$ cat config.mk
export PLATFORM = sky130hd
export DESIGN_NAME = microwave_ctrl_v2_flat
export DESIGN_NICKNAME = d
export VERILOG_FILES = /design/src/rtl/mwave_pkg.sv /design/src/rtl/microwave_ctrl_v2_if.sv /design/src/rtl/mwave_bcd_mmss.sv /design/src/rtl/microwave_ctrl_v2.sv /design/src/flat_wrapper.sv
export SDC_FILE = /design/constraint.sdc
export NUM_CORES = 1
export LEC_CHECK = 0
export ABC_AREA = 1
export CORE_MARGIN = 10
export CORE_UTILIZATION = 40
export DETAILED_ROUTE_END_ITERATION = 7
export DONT_BUFFER_PORTS = 1
export PLACE_DENSITY_LB_ADDON = 0.12
export SYNTH_ARGS = -nofsm -noshare
export SYNTH_HDL_FRONTEND = slang
export SYNTH_SLANG_ARGS = --single-unit
$ cat constraint.sdc
create_clock -name clk -period 2.11 [get_ports clk]
set_input_delay 0.1055 -clock clk [delete_from_list [all_inputs] [get_ports clk]]
set_output_delay 0.1055 -clock clk [all_outputs]
set_load 0.01 [all_outputs]
$ cat src/rtl/mwave_pkg.sv
// rtl/mwave_pkg.sv - shared types, constants and helpers for the microwave controller
package mwave_pkg;

    localparam int BCD_W = 4;
    typedef logic [BCD_W-1:0] bcd_t;

    typedef enum logic [2:0] {
        ST_IDLE,
        ST_ENTRY,
        ST_COOK,
        ST_PAUSED,
        ST_DONE
    } state_t;

    localparam logic [3:0] PWR_MAX = 4'd10;

    // Segments a-g in bit6..bit0, active high.
    localparam logic [6:0] SEG7_TBL [10] = '{
        7'h7E, 7'h30, 7'h6D, 7'h79, 7'h33,
        7'h5B, 7'h5F, 7'h70, 7'h7F, 7'h7B
    };

    function automatic logic [3:0] clamp_power(input logic [3:0] p);
        if (p == 4'd0 || p > PWR_MAX)
            return PWR_MAX;
        return p;
    endfunction

    function automatic logic [6:0] seg7(input bcd_t d);
        if (d > 4'd9)
            return 7'h00;
        return SEG7_TBL[d];
    endfunction

endpackage

$ cat src/rtl/microwave_ctrl_v2_if.sv
// rtl/microwave_ctrl_v2_if.sv - front-panel / display bus; MWAVE_SEG7_EN adds segment outputs
interface microwave_ctrl_v2_if;
    import mwave_pkg::*;

    logic       key_valid;
    logic [3:0] key_code;
    logic       start;
    logic       stop;
    logic       clear;
    logic       door_closed;
    logic [3:0] power_lvl;
    bcd_t       mins;
    bcd_t       sec_tens;
    bcd_t       sec_ones;
    logic       mag_on;
    logic       cooking;
    logic       beep;
`ifdef MWAVE_SEG7_EN
    logic [6:0] min_segs;
    logic [6:0] secs_tens_segs;
    logic [6:0] secs_ones_segs;
`endif

    modport master (
`ifdef MWAVE_SEG7_EN
        input  min_segs, secs_tens_segs, secs_ones_segs,
`endif
        output key_valid, key_code, start, stop, clear, door_closed, power_lvl,
        input  mins, sec_tens, sec_ones, mag_on, cooking, beep
    );

    modport slave (
`ifdef MWAVE_SEG7_EN
        output min_segs, secs_tens_segs, secs_ones_segs,
`endif
        input  key_valid, key_code, start, stop, clear, door_closed, power_lvl,
        output mins, sec_tens, sec_ones, mag_on, cooking, beep
    );

endinterface

$ cat src/rtl/mwave_bcd_mmss.sv
// rtl/mwave_bcd_mmss.sv - M:SS BCD digit registers with key shift-in and countdown
module mwave_bcd_mmss
    import mwave_pkg::*;
(
    input  logic clk,
    input  logic resetn,
    input  logic i_clear,
    input  logic i_shift,
    input  bcd_t i_key,
    input  logic i_dec,
    output bcd_t o_mins,
    output bcd_t o_tens,
    output bcd_t o_ones,
    output logic o_zero,
    output logic o_last
);

    bcd_t r_mins;
    bcd_t r_tens;
    bcd_t r_ones;

    // Tens may legally hold 6-9 after key entry; the borrow only reloads 5 when tens is 0.
    always_ff @(posedge clk or negedge resetn) begin
        if (!resetn) begin
            r_mins <= '0;
            r_tens <= '0;
            r_ones <= '0;
        end else if (i_clear) begin
            r_mins <= '0;
            r_tens <= '0;
            r_ones <= '0;
        end else if (i_shift) begin
            r_mins <= r_tens;
            r_tens <= r_ones;
            r_ones <= i_key;
        end else if (i_dec) begin
            if (r_ones != 4'd0) begin
                r_ones <= r_ones - 4'd1;
            end else if (r_tens != 4'd0) begin
                r_tens <= r_tens - 4'd1;
                r_ones <= 4'd9;
            end else begin
                r_mins <= r_mins - 4'd1;
                r_tens <= 4'd5;
                r_ones <= 4'd9;
            end
        end
    end

    assign o_mins = r_mins;
    assign o_tens = r_tens;
    assign o_ones = r_ones;
    assign o_zero = (r_mins == 4'd0) && (r_tens == 4'd0) && (r_ones == 4'd0);
    assign o_last = (r_mins == 4'd0) && (r_tens == 4'd0) && (r_ones == 4'd1);

endmodule

$ cat src/rtl/microwave_ctrl_v2.sv
// rtl/microwave_ctrl_v2.sv - microwave controller top: FSM, tick/duty counters; MWAVE_SEG7_EN adds 7-seg outputs
module microwave_ctrl_v2
    import mwave_pkg::*;
#(
    parameter int CLK_DIV    = 50000000,
    parameter int PWR_WINDOW = 10,
    parameter int BEEP_TICKS = 3
) (
    input  logic                 clk,
    input  logic                 resetn,
    microwave_ctrl_v2_if.slave   bus
);

    localparam int                TICK_W    = $clog2(CLK_DIV);
    localparam logic [TICK_W-1:0] TICK_MAX  = TICK_W'(CLK_DIV - 1);
    localparam logic [7:0]        WIN_MAX   = 8'(PWR_WINDOW - 1);
    localparam logic [7:0]        BEEP_LAST = 8'(BEEP_TICKS - 1);

    state_t            r_state;
    state_t            w_next;
    logic [TICK_W-1:0] r_tick;
    logic [7:0]        r_win;
    logic [7:0]        r_beep_cnt;
    logic [3:0]        r_power;
    logic              r_cooking;
    logic              r_beep;

    logic w_tick, w_key_ok, w_clr, w_shift, w_dec, w_enter_cook, w_zero, w_last;
    bcd_t w_mins, w_tens, w_ones;

    assign w_tick   = (r_state == ST_COOK || r_state == ST_DONE) && (r_tick == TICK_MAX);
    assign w_key_ok = bus.key_valid && (bus.key_code <= 4'd9);

    mwave_bcd_mmss u_bcd (
        .clk     (clk),
        .resetn  (resetn),
        .i_clear (w_clr),
        .i_shift (w_shift),
        .i_key   (bus.key_code),
        .i_dec   (w_dec),
        .o_mins  (w_mins),
        .o_tens  (w_tens),
        .o_ones  (w_ones),
        .o_zero  (w_zero),
        .o_last  (w_last)
    );

    // Event priority: clear > stop > door-open > start > key.
    always_comb begin
        w_next       = r_state;
        w_clr        = 1'b0;
        w_shift      = 1'b0;
        w_dec        = 1'b0;
        w_enter_cook = 1'b0;
        if (bus.clear) begin
            w_next = ST_IDLE;
            w_clr  = 1'b1;
        end else begin
            case (r_state)
                ST_IDLE: begin
                    if (bus.stop) begin
                        w_clr = 1'b1;
                    end else if (w_key_ok) begin
                        w_shift = 1'b1;
                        w_next  = ST_ENTRY;
                    end
                end
                ST_ENTRY: begin
                    if (bus.stop) begin
                        w_next = ST_IDLE;
                        w_clr  = 1'b1;
                    end else if (bus.start && bus.door_closed && !w_zero) begin
                        w_enter_cook = 1'b1;
                        w_next       = ST_COOK;
                    end else if (w_key_ok) begin
                        w_shift = 1'b1;
                    end
                end
                ST_COOK: begin
                    if (bus.stop || !bus.door_closed) begin
                        w_next = ST_PAUSED;
                    end else if (w_tick) begin
                        w_dec = 1'b1;
                        if (w_last)
                            w_next = ST_DONE;
                    end
                end
                ST_PAUSED: begin
                    if (bus.stop) begin
                        w_next = ST_IDLE;
                        w_clr  = 1'b1;
                    end else if (bus.start && bus.door_closed) begin
                        w_enter_cook = 1'b1;
                        w_next       = ST_COOK;
                    end
                end
                ST_DONE: begin
                    if (bus.stop || (w_tick && r_beep_cnt == BEEP_LAST)) begin
                        w_next = ST_IDLE;
                        w_clr  = 1'b1;
                    end
                end
                default: begin
                    w_next = ST_IDLE;
                    w_clr  = 1'b1;
                end
            endcase
        end
    end

    always_ff @(posedge clk or negedge resetn) begin
        if (!resetn)
            r_state <= ST_IDLE;
        else
            r_state <= w_next;
    end

    always_ff @(posedge clk or negedge resetn) begin
        if (!resetn) begin
            r_tick     <= '0;
            r_win      <= '0;
            r_beep_cnt <= '0;
            r_power    <= PWR_MAX;
            r_cooking  <= 1'b0;
            r_beep     <= 1'b0;
        end else begin
            if (w_enter_cook || w_tick || !(r_state == ST_COOK || r_state == ST_DONE))
                r_tick <= '0;
            else
                r_tick <= r_tick + TICK_W'(1);

            if (w_enter_cook)
                r_win <= '0;
            else if (w_dec)
                r_win <= (r_win == WIN_MAX) ? 8'd0 : r_win + 8'd1;

            if (r_state != ST_DONE)
                r_beep_cnt <= '0;
            else if (w_tick)
                r_beep_cnt <= r_beep_cnt + 8'd1;

            if (w_enter_cook)
                r_power <= clamp_power(bus.power_lvl);

            r_cooking <= (w_next == ST_COOK);
            r_beep    <= (w_next == ST_DONE);
        end
    end

    // Door term is combinational so the magnetron drops in the same cycle the door opens.
    assign bus.mag_on   = (r_state == ST_COOK) && (r_win < {4'd0, r_power}) && bus.door_closed;
    assign bus.mins     = w_mins;
    assign bus.sec_tens = w_tens;
    assign bus.sec_ones = w_ones;
    assign bus.cooking  = r_cooking;
    assign bus.beep     = r_beep;

`ifdef MWAVE_SEG7_EN
    logic [6:0] r_min_segs;
    logic [6:0] r_tens_segs;
    logic [6:0] r_ones_segs;

    always_ff @(posedge clk or negedge resetn) begin
        if (!resetn) begin
            r_min_segs  <= '0;
            r_tens_segs <= '0;
            r_ones_segs <= '0;
        end else begin
            r_min_segs  <= seg7(w_mins);
            r_tens_segs <= seg7(w_tens);
            r_ones_segs <= seg7(w_ones);
        end
    end

    assign bus.min_segs       = r_min_segs;
    assign bus.secs_tens_segs = r_tens_segs;
    assign bus.secs_ones_segs = r_ones_segs;
`endif

endmodule

$ cat src/flat_wrapper.sv
// flat-port wrapper written by rule: the top's interface ports become plain ports
module microwave_ctrl_v2_flat import mwave_pkg::*;
#(
    parameter int CLK_DIV    = 50000000,
    parameter int PWR_WINDOW = 10,
    parameter int BEEP_TICKS = 3
)
  (clk, resetn, bus_key_valid, bus_key_code, bus_start, bus_stop, bus_clear, bus_door_closed, bus_power_lvl, bus_mins, bus_sec_tens, bus_sec_ones, bus_mag_on, bus_cooking, bus_beep);
  microwave_ctrl_v2_if bus_i ();
  input  logic clk;
  input  logic resetn;
  input wire logic [$bits(bus_i.key_valid)-1:0] bus_key_valid;
  input wire logic [$bits(bus_i.key_code)-1:0] bus_key_code;
  input wire logic [$bits(bus_i.start)-1:0] bus_start;
  input wire logic [$bits(bus_i.stop)-1:0] bus_stop;
  input wire logic [$bits(bus_i.clear)-1:0] bus_clear;
  input wire logic [$bits(bus_i.door_closed)-1:0] bus_door_closed;
  input wire logic [$bits(bus_i.power_lvl)-1:0] bus_power_lvl;
  output wire logic [$bits(bus_i.mins)-1:0] bus_mins;
  output wire logic [$bits(bus_i.sec_tens)-1:0] bus_sec_tens;
  output wire logic [$bits(bus_i.sec_ones)-1:0] bus_sec_ones;
  output wire logic [$bits(bus_i.mag_on)-1:0] bus_mag_on;
  output wire logic [$bits(bus_i.cooking)-1:0] bus_cooking;
  output wire logic [$bits(bus_i.beep)-1:0] bus_beep;
  assign bus_i.key_valid = bus_key_valid;
  assign bus_i.key_code = bus_key_code;
  assign bus_i.start = bus_start;
  assign bus_i.stop = bus_stop;
  assign bus_i.clear = bus_clear;
  assign bus_i.door_closed = bus_door_closed;
  assign bus_i.power_lvl = bus_power_lvl;
  assign bus_mins = bus_i.mins;
  assign bus_sec_tens = bus_i.sec_tens;
  assign bus_sec_ones = bus_i.sec_ones;
  assign bus_mag_on = bus_i.mag_on;
  assign bus_cooking = bus_i.cooking;
  assign bus_beep = bus_i.beep;
  microwave_ctrl_v2 #(.CLK_DIV(CLK_DIV), .PWR_WINDOW(PWR_WINDOW), .BEEP_TICKS(BEEP_TICKS)) u_core (.clk(clk), .resetn(resetn), .bus(bus_i));
endmodule
==> results of run 1 <==
==> stage by stage <==
| stage | total power [mW] | utilization | worst slack (ps) | hold WS [ps] | instances |
|---|---|---|---|---|---|
| global route | 2.64 | 0.451 | 0.224 | 34.9 | 685 |
| CTS | 2.54 | 0.449 | 76.1 | 9.70 | 685 |
| detailed placement | 1.59 | 0.425 | 166 | -187 | 663 |
| floorplan | 1.52 | - | 446 | -190 | 525 |
| global placement | 1.58 | 0.425 | 218 | -187 | 663 |
| finish | 2.48 | 0.451 | 172 | 34.1 | 685 |
==> registers in the layout (all words and copies together), names as in the netlist, 3 cells and up <==
name,count
u_core.r_tick,26
u_core.r_beep_cnt,8
u_core.r_win,8
u_core.r_power,4
u_core.u_bcd.o_mins,4
u_core.u_bcd.o_ones,4
u_core.u_bcd.o_tens,4
u_core.r_state,3
==> worst paths after layout <==
check                                                  from                                 end  slack [ps]
worst max-delay path            u_core.r_win[4]$_DFFE_PN0P_                          bus_mag_on         170
min in group asynchronous                            resetn         u_core.r_tick[20]$_DFF_PN0_         330
worst min-delay path                              bus_clear  u_core.u_bcd.o_tens[0]$_DFFE_PN0P_          30
max in group asynchronous                            resetn       u_core.r_power[3]$_DFFE_PN1N_        1480
worst max register to register   u_core.r_tick[0]$_DFF_PN0_  u_core.u_bcd.o_ones[0]$_DFFE_PN0P_         210
worst min register to register   u_core.r_tick[0]$_DFF_PN0_          u_core.r_tick[0]$_DFF_PN0_         490
==> logic make-up after synthesis <==
| group | count (synthesis) | share of synthesized area |
|---|---|---|
| simple gates | 297 | 0.379 |
| buf+inv | 71 | 0.0719 |
| flops | 63 | 0.381 |
| compound gates | 60 | 0.0879 |
| xor+xnor | 25 | 0.0529 |
| fa+ha+maj | 9 | 0.0272 |
==> cell type report <==
type / instances / share of cell area
Tap cell: 136 / 0.0371
Clock inverter: 4 / 0.00545
Multi-Input combinational cell: 391 / 0.496
Inverter: 63 / 0.0521
Clock buffer: 10 / 0.0278
Sequential cell: 63 / 0.344
Timing Repair Buffer: 18 / 0.0376
==> routing by layer <==
layer  up-vias  GRT usage  wire length [µm]
met4         0     0.0358                78
met3         7     0.0370               371
li1       1757          -                 -
met1      1553      0.185              4720
met5         -          0                 0
met2        49      0.215              4550
==> power groups by stage <==
stage | Sequential [mW] | Combinational (mW) | Clock [mW]
floorplan | 1.30 | 0.222 | 0
global placement | 1.30 | 0.284 | 0
detailed placement | 1.30 | 0.288 | 0
CTS | 1.28 | 0.333 | 0.926
global route | 1.28 | 0.377 | 0.978
finish | 1.28 | 0.329 | 0.873
==> cells in the final DEF (no fill, tap or decap), types with 2 or more instances in the layout <==
| master | Yosys | routed |
|---|---|---|
| nand2_1 | 109 | 109 |
| nor2_1 | 62 | 62 |
| dfrtp_1 | 61 | 61 |
| inv_1 | 52 | 52 |
| nand3_1 | 37 | 37 |
| o21ai_0 | 21 | 21 |
| xor2_1 | 17 | 17 |
| nand4_1 | 16 | 16 |
| a21oi_1 | 14 | 14 |
| nor3_1 | 13 | 13 |
| nor2_2 | 11 | 11 |
| inv_2 | 11 | 10 |
| nand2_2 | 10 | 10 |
| buf_4 | 4 | 10 |
| clkbuf_8 | 0 | 9 |
| nand2_4 | 9 | 8 |
| xnor2_1 | 8 | 8 |
| o211ai_1 | 8 | 8 |
| ha_1 | 9 | 8 |
| dlygate4sd3_1 | 0 | 7 |
| nor2_4 | 5 | 5 |
| o21ai_1 | 5 | 5 |
| nand3_2 | 4 | 4 |
| nor2_8 | 4 | 4 |
| nor3b_1 | 3 | 3 |
| nand4_2 | 3 | 3 |
| nor4_1 | 3 | 3 |
| nand3b_1 | 3 | 3 |
| o22ai_1 | 3 | 3 |
| o31ai_1 | 3 | 3 |
| nand3b_4 | 2 | 2 |
| a21oi_4 | 2 | 2 |
| clkinv_2 | 0 | 2 |
| clkinvlp_4 | 0 | 2 |
| dfstp_2 | 2 | 2 |
==> worst max-delay path, cell delays in order (launching register included) <==
cell and delay [ps]:
dfrtp_1 450, nor4_1 480, nand3_1 150, a211oi_1 410
==> what timing repair did <==
action,CTS,global route
endpoints found under the hold margin,70,0
gates resized for setup,0,4
buffers inserted,0,0
hold buffers,8,0
endpoints found under the setup margin,0,12
==> impl_metrics.tcl, run 1 <==
set metrics [dict create \
    fin_crit_ps 1940 \
    synthToLayoutAreaGrowth_pct 10.8 \
    grt_pass1_vias 3285 \
    synth_cells 525 \
    drc 0 \
    syn-mean-instance-area_um2 7.89 \
    critPathKind "flop to output port" \
    outcome "completed" \
    synth.most_common_cell "nand2_1" \
    drt_iter0_drc 189 \
    die_x_um 122 \
    fin_setup_tns_ps 0 \
    portBuffers 0 \
    seq_area_frac_synth 0.381 \
    tightestPinTransition_ps 464 \
    peakVddDrop_uv 317 \
    internal-power_mw 1.78 \
    synth_top_area_cell "dfrtp_1" \
    htreeDepth 3 \
    insertedDiodeCount 0 \
    power.clock.fraction 0.352 \
    nNetsFinal 570 \
    wl_per_cell_um 14.2 \
    die_y_um 122 \
    die_area_um2 14800 \
    cts_buffers 9 \
    r2r_cells 12 \
    cts_root_buf "clkbuf_8" \
    grt_max_degree 64 \
    hold_class "primary input to flop" \
    ys_async_sr_fraction 1.00 \
    share_seq_of_total_power 0.515 \
    vias 3366 \
    dr.pass1.iters 5 \
    ys_top_cells_by_count "nand2_1, nor2_1, dfrtp_1" \
    antenna_found_initial 0 \
    clkSinkCount 63 \
    cts.path.max_buffers 2 \
    rows 37 \
    cts_tree "yes" \
    rsz0062_at_grt "no" \
    post-dp-hpwl_um 7190 \
    multi_input_area_um2 2280 \
    ant_nets 0 \
    synth_edf_count 0 \
    power_leakage_nw 2.18 \
    synthesis.nets 549 \
    required_ps 2000 \
    p_comb_frac 0.133 \
    p_per_area_nw_per_um2 541 \
    critical_path_arrival_ps 1830 \
    n_fill_cell 1038 \
    start_kind "flop" \
    fmax_ghz 0.516 \
    yosys_warnings 0 \
    hold_path_depth 3 \
    synth_area_um2 4140 \
    ys.flop_type "dfrtp_1" \
    start_util 0.407 \
    ys_top_cells_by_area "dfrtp_1, nand2_1, nor2_1, inv_1, nand3_1" \
    gp_congestion 0.825 \
    fin_area_um2 4590 \
    swShare 0.282 \
    grt_pass1_wl_um 16400 \
    hold_viol_final 0 \
    clk_latency_ps 340 \
    setup_viol 0 \
    register_area_um2 1580 \
    fin_crit_sh 0.919 \
    crit_fanout 5 \
    fin_skew_ps 11.4 \
    core_um2 10200 \
    yosysTopAreaCellShare 0.368 \
    placed_area_um2 4330 \
    grt_overflow 0 \
    synth_cell_types 41 \
    clk_pin_slew_worst_paths_ps 80 \
    grtUsageTotal 0.138 \
    drive_gt1_frac 0.168 \
    p_sw_mw 0.701 \
    worstSetupEndpointType "output port" \
    io_pins 30 \
    finalMaxSlewViolations 0 \
    synth_seq_cells 63 \
    slew_headroom 0.689 \
    drv_cap 0 \
    routed_wirelength_um 9720 \
    avgViaCountPerCell 4.91 \
]
Power figures use the tool's default switching activity.
==> run 2, diff against run 1 <==
- ABC_AREA: 1 -> 0
==> run 2 against run 1 <==
  * Setup slack got worse by 150 ps
  * Synthesized area fell by 14%
  * Global-route usage fell by 0.11 points
  * Wire length fell by 11%
  * Combinational power fell by 54%
  * Power rose by 3.9%
  * Register-to-register slack got worse by 190 ps
  * Via count fell by 13%
  * Core utilization rose by 7.2 points
==> impl_metrics.tcl, run 2 <==
set metrics [dict create \
    yosys_warnings 0 \
    yosysTopAreaCellShare 0.426 \
    required_ps 2370 \
    ant_nets 0 \
    worstSetupEndpointType "flop" \
    ys.flop_type "dfrtp_1" \
    portBuffers 0 \
    insertedDiodeCount 0 \
    critical_path_arrival_ps 2350 \
    fin_skew_ps 6.40 \
    die_x_um 115 \
    clk_pin_slew_worst_paths_ps 70 \
    n_fill_cell 799 \
    cts_tree "yes" \
    setup_viol 0 \
    drt_iter0_drc 132 \
    synth_top_area_cell "dfrtp_1" \
    wl_per_cell_um 15.4 \
    fmax_ghz 0.479 \
    fin_crit_ps 2090 \
    slew_headroom 0.732 \
    reg.largest.list "u_core.r_tick x26, u_core.r_beep_cnt x8, u_core.r_win x8" \
    synthesis.nets 404 \
    gp_congestion 0.826 \
    grt_pass1_vias 2935 \
    fin_crit_sh 0.990 \
    outcome "completed" \
    synth.most_common_cell "dfrtp_1" \
    synth_edf_count 0 \
    rows 34 \
    vias 2921 \
    seq_area_frac_synth 0.441 \
    ys_top_cells_by_count "dfrtp_1, nor2_1, nand2_1" \
    die_y_um 115 \
    top_register "u_core.r_tick" \
    tightestPinTransition_ps 402 \
    crit_fanout 5 \
    drc 0 \
    avgViaCountPerCell 5.23 \
    start_util 0.411 \
    drive_gt1_frac 0.247 \
    fin_cells 558 \
    cts.path.max_buffers 2 \
    finalMaxSlewViolations 0 \
    rsz0062_at_grt "yes" \
    cts_root_buf "clkbuf_8" \
    die_area_um2 13100 \
    htreeDepth 3 \
    grtUsageTotal 0.137 \
    synth_seq_cells 63 \
    most-common-layout-cells "dfrtp_1, nor2_1, buf_4, nand2_1, xor2_1" \
    post-dp-hpwl_um 6270 \
    ys_top_cells_by_area "dfrtp_1, nor2_1, xor2_1, xnor2_1, o21ai_0" \
    synth_cell_types 56 \
    placed_cells 524 \
    grt_max_degree 64 \
    critPathKind "flop to flop" \
    layout_commonest_cell "dfrtp_1" \
    synthToLayoutAreaGrowth_pct 27.4 \
    syn-mean-instance-area_um2 9.42 \
    routed_wirelength_um 8610 \
    fin_hold_ws_ps 13.0 \
    peakVddDrop_uv 365 \
    grt_pass1_wl_um 14700 \
    synth_area_um2 3580 \
    antenna_found_initial 0 \
    clk_latency_ps 330 \
    power_leakage_nw 1.98 \
    p_per_area_nw_per_um2 565 \
    drv_cap 0 \
    hold_viol_final 0 \
    start_kind "flop" \
    grt_overflow 0 \
    cts_buffers 9 \
    clkSinkCount 63 \
    io_pins 30 \
    hold_class "primary input to flop" \
    largest_reg_flops 26 \
    nNetsFinal 469 \
    dr.pass1.iters 4 \
    ys_async_sr_fraction 1.00 \
    synth_cells 380 \
    core_um2 8720 \
]
## run 2: cell count changes in the layout (fill, tap and decap cells not counted), sizes merged, moves of 7 or more
cell	change
nand4	-10
buf	+43
o211ai	-8
inv	-48
xnor2	+7
nor2	-25
nand2	-98
a21oi	-9
and3	+12
nand3	-26
## run 2: timing repair
action | CTS | global route
setup endpoints to repair | 0 | 49
gates resized for setup | 0 | 34
buffers inserted | 0 | 6
hold buffers | 12 | 0
endpoints found under the hold margin | 74 | 0
## run 2: path summary, 6_finish.rpt
check	to	startpoint	cells after the start	slack [ps]
max	u_core.r_win[5]$_DFFE_PN0P_	u_core.r_tick[18]$_DFF_PN0_	7	20
min	u_core.r_power[3]$_DFFE_PN1N_	bus_power_lvl[1]	3	10
max reg2reg	u_core.r_win[5]$_DFFE_PN0P_	u_core.r_tick[18]$_DFF_PN0_	7	20
min reg2reg	u_core.r_power[1]$_DFFE_PN1N_	u_core.r_power[1]$_DFFE_PN1N_	2	510
max in group asynchronous	u_core.r_power[1]$_DFFE_PN1N_	resetn	2	1500
min in group asynchronous	u_core.bus.cooking$_DFF_PN0_	resetn	2	300
## run 2: worst max-delay path: stages, from the launching register on
cell	delay, ps
dfrtp_1	410
nor4b_4	320
nand4_2	190
nor4_4	360
buf_6	170
nand3b_4	80
or3b_1	360
a21oi_2	130
## run 2: area by class of cell
cell class / instances / area, µm² / area share
Clock buffer: 13 / 159 / 0.0348
Inverter: 15 / 56.3 / 0.0123
Timing Repair Buffer: 65 / 563 / 0.123
Tap cell: 108 / 135 / 0.0296
Sequential cell: 63 / 1580 / 0.346
Clock inverter: 3 / 65.1 / 0.0143
Multi-Input combinational cell: 291 / 2000 / 0.439
## run 2: cell families (layout without fill, tap and decap cells)
family | after synthesis | after routing | share of synthesized area
adders and majority gates | 9 | 9 | 0.0314
xor gates and xnor gates | 34 | 34 | 0.0832
muxes | 5 | 5 | 0.0143
and+or+nand+nor | 187 | 187 | 0.300
AOI/OAI and AO/OA | 56 | 56 | 0.101
buffers and inverters | 26 | 96 | 0.0293
DFF | 63 | 63 | 0.441
## run 2: power breakdown
part	switching (mW)	leakage, nW	internal, mW
registers	0.0114	0.859	1.23
clock network	0.460	0.114	0.730
logic	0.0854	1.01	0.0661
## run 2: metrics by stage
step | setup slack, ps | total power, mW | instance area, µm² | utilization | TNS, ps
finish | 20.2 | 2.58 | 4560 | 0.523 | 0
global route | -80.0 | 2.70 | 4560 | 0.523 | -936
CTS | 2.64 | 2.61 | 4400 | 0.505 | 0
detailed placement | 11.0 | 1.35 | 4040 | 0.463 | 0
global placement | 46.3 | 1.35 | 4040 | 0.463 | 0
floorplan | -2.37 | 1.32 | 3590 | - | -2.37
## run 2: metal layers
metal / global-route usage / vias to the layer above / wire [µm]
met1: 0.180 / 1394 / 4060
met3: 0.0404 / 5 / 492
met2: 0.214 / 50 / 3980
met5: 0 / - / 0
met4: 0.0351 / 0 / 79
li1: - / 1472 / -
==> run 3, diff against run 2 <==
- CORE_ASPECT_RATIO: not set -> 1.75
- CORE_UTILIZATION: 40 -> 55
==> run 3 against run 2 <==
  * Register-to-register slack better by 40 ps
  * Clock-buffer cell count up 2
  * Cell area decreased by 0.27%
  * Combinational power rose by 3%
  * Clock power shrank 17%
  * Maximum frequency is 2.2% higher
  * Die area shrank 22%
  * Final cell count decreased by 4.3%
  * Sequential cell count is the same
  * Non-clock buffer count grew 5
  * Clock skew grew 9.1 ps
  * Core utilization up 20 points
==> impl_metrics.tcl, run 3 (synthesis results as in run 2) <==
set metrics [dict create \
    outcome "completed" \
    drv_cap 0 \
    start_kind "flop" \
    drive_gt1_frac 0.244 \
    hold_viol_final 0 \
    critical_path_arrival_ps 2280 \
    die_x_um 81.0 \
    portBuffers 0 \
    grt_max_degree 64 \
    p_per_area_nw_per_um2 524 \
    finalMaxSlewViolations 0 \
    post-dp-hpwl_um 6640 \
    cts.path.max_buffers 2 \
    fin_skew_ps 15.5 \
    grt_pass1_wl_um 15800 \
    most-common-layout-cells "dfrtp_1, nor2_1, buf_4, nand2_1, o21ai_0" \
    io_pins 30 \
    fin_util 0.725 \
    avgViaCountPerCell 5.93 \
    hold_class "primary input to flop" \
    peakVddDrop_uv 451 \
    critPathKind "flop to flop" \
    r2r_setup_slack_ps 60 \
    multi_input_area_um2 2010 \
    drt_iter0_drc 246 \
    start_util 0.571 \
    grtUsageTotal 0.193 \
    clk_latency_ps 360 \
    die_y_um 127 \
    crit_fanout 7 \
    fmax_ghz 0.489 \
    reg.largest.list "u_core.r_tick x26, u_core.r_beep_cnt x8, u_core.r_win x8" \
    largest_reg_flops 26 \
    fin_crit_ps 2050 \
    cts_buffers 9 \
    setup_viol 0 \
    insertedDiodeCount 0 \
    fin_crit_sh 0.969 \
    clk_pin_slew_worst_paths_ps 70 \
    synthToLayoutAreaGrowth_pct 27.0 \
    routed_wirelength_um 9790 \
    dr.pass1.iters 4 \
    cts_tree "yes" \
    wl_per_cell_um 18.3 \
    top_register "u_core.r_tick" \
    nNetsFinal 474 \
    htreeDepth 3 \
    layout_commonest_cell "dfrtp_1" \
    gp_congestion 0.856 \
    antenna_found_initial 0 \
    fin_hold_ws_ps 25.8 \
    tightestPinTransition_ps 413 \
    worstSetupEndpointType "flop" \
    clkSinkCount 63 \
    grt_overflow 0 \
    cts_root_buf "clkbuf_8" \
    slew_headroom 0.722 \
    core_um2 6280 \
    required_ps 2350 \
    drc 0 \
    ant_nets 0 \
    rows 38 \
    pre_cts_slack_ps -68.1 \
    fin_ws_ps 64.6 \
    n_fill_cell 467 \
    die_area_um2 10300 \
    power_leakage_nw 1.98 \
    rsz0062_at_grt "yes" \
    grt_pass1_vias 3197 \
    vias 3165 \
    register_area_um2 1580 \
]
[run 3: changes by cell type in the layout (fill, tap and decap cells not counted), moves of 2 or more]
cell / previous run / this run
clkbuf_16: 0 / 2
a21oi_1: 5 / 7
a21oi_2: 3 / 1
nand2_1: 27 / 29
o21ai_1: 7 / 4
o21ai_0: 17 / 20
buf_4: 48 / 52
bufinv_16: 2 / 0
[run 3: routing by layer]
metal	up-vias	part of all wire	global-route usage
li1	1487	-	-
met1	1583	0.36	0.204
met2	79	0.57	0.353
met3	16	0.047	0.0460
met4	0	0.020	0.0716
met5	-	0	0
[run 3: report_power, final]
part           switching [mW]  internal, mW
sequential             0.0122          1.23
combinational          0.0909        0.0652
clock                   0.470         0.519
[run 3: critical path: stages, from the launching register on]
cell	delay, ps
dfrtp_1	410
nor4b_4	330
nand4_2	200
or3_4	450
buf_6	140
o21ai_4	120
clkbuf_16	220
nor2_1	50
[run 3: worst paths after layout]
kind,start,cells past startpoint,to
worst max-delay path,u_core.r_tick[9]$_DFF_PN0_,7,u_core.r_tick[12]$_DFF_PN0_
worst min-delay path,bus_power_lvl[2],4,u_core.r_power[1]$_DFFE_PN1N_
worst max register to register,u_core.r_tick[9]$_DFF_PN0_,7,u_core.r_tick[12]$_DFF_PN0_
worst min register to register,u_core.r_power[3]$_DFFE_PN1N_,2,u_core.r_power[3]$_DFFE_PN1N_
max in group asynchronous,resetn,2,u_core.r_power[1]$_DFFE_PN1N_
min in group asynchronous,resetn,2,u_core.r_power[0]$_DFFE_PN0N_
[run 3: layout make-up]
type,instances,share of cell area
Clock buffer,15,0.0388
Timing Repair Buffer,70,0.139
Sequential cell,63,0.347
Inverter,15,0.0124
Multi-Input combinational cell,291,0.441
Tap cell,80,0.0220
[run 3: what timing repair did]
action                                  CTS  global route
hold buffers                             12             0
gates cloned                              0             3
endpoints found under the hold margin    74             0
resized for setup                         3            24
pin swaps                                 3            14
endpoints found under the setup margin    6            31
setup buffers                             2             7
[run 3: metrics by stage]
stage | total power, mW | TNS (ps) | area (µm²) | cells
after global placement | 1.35 | 0 | 4000 | 495
after floorplan | 1.32 | -2.37 | 3590 | 380
after detailed placement | 1.36 | -129 | 4000 | 495
after CTS | 2.38 | -10.5 | 4330 | 524
final | 2.38 | 0 | 4550 | 534
after global routing | 2.46 | -623 | 4550 | 534
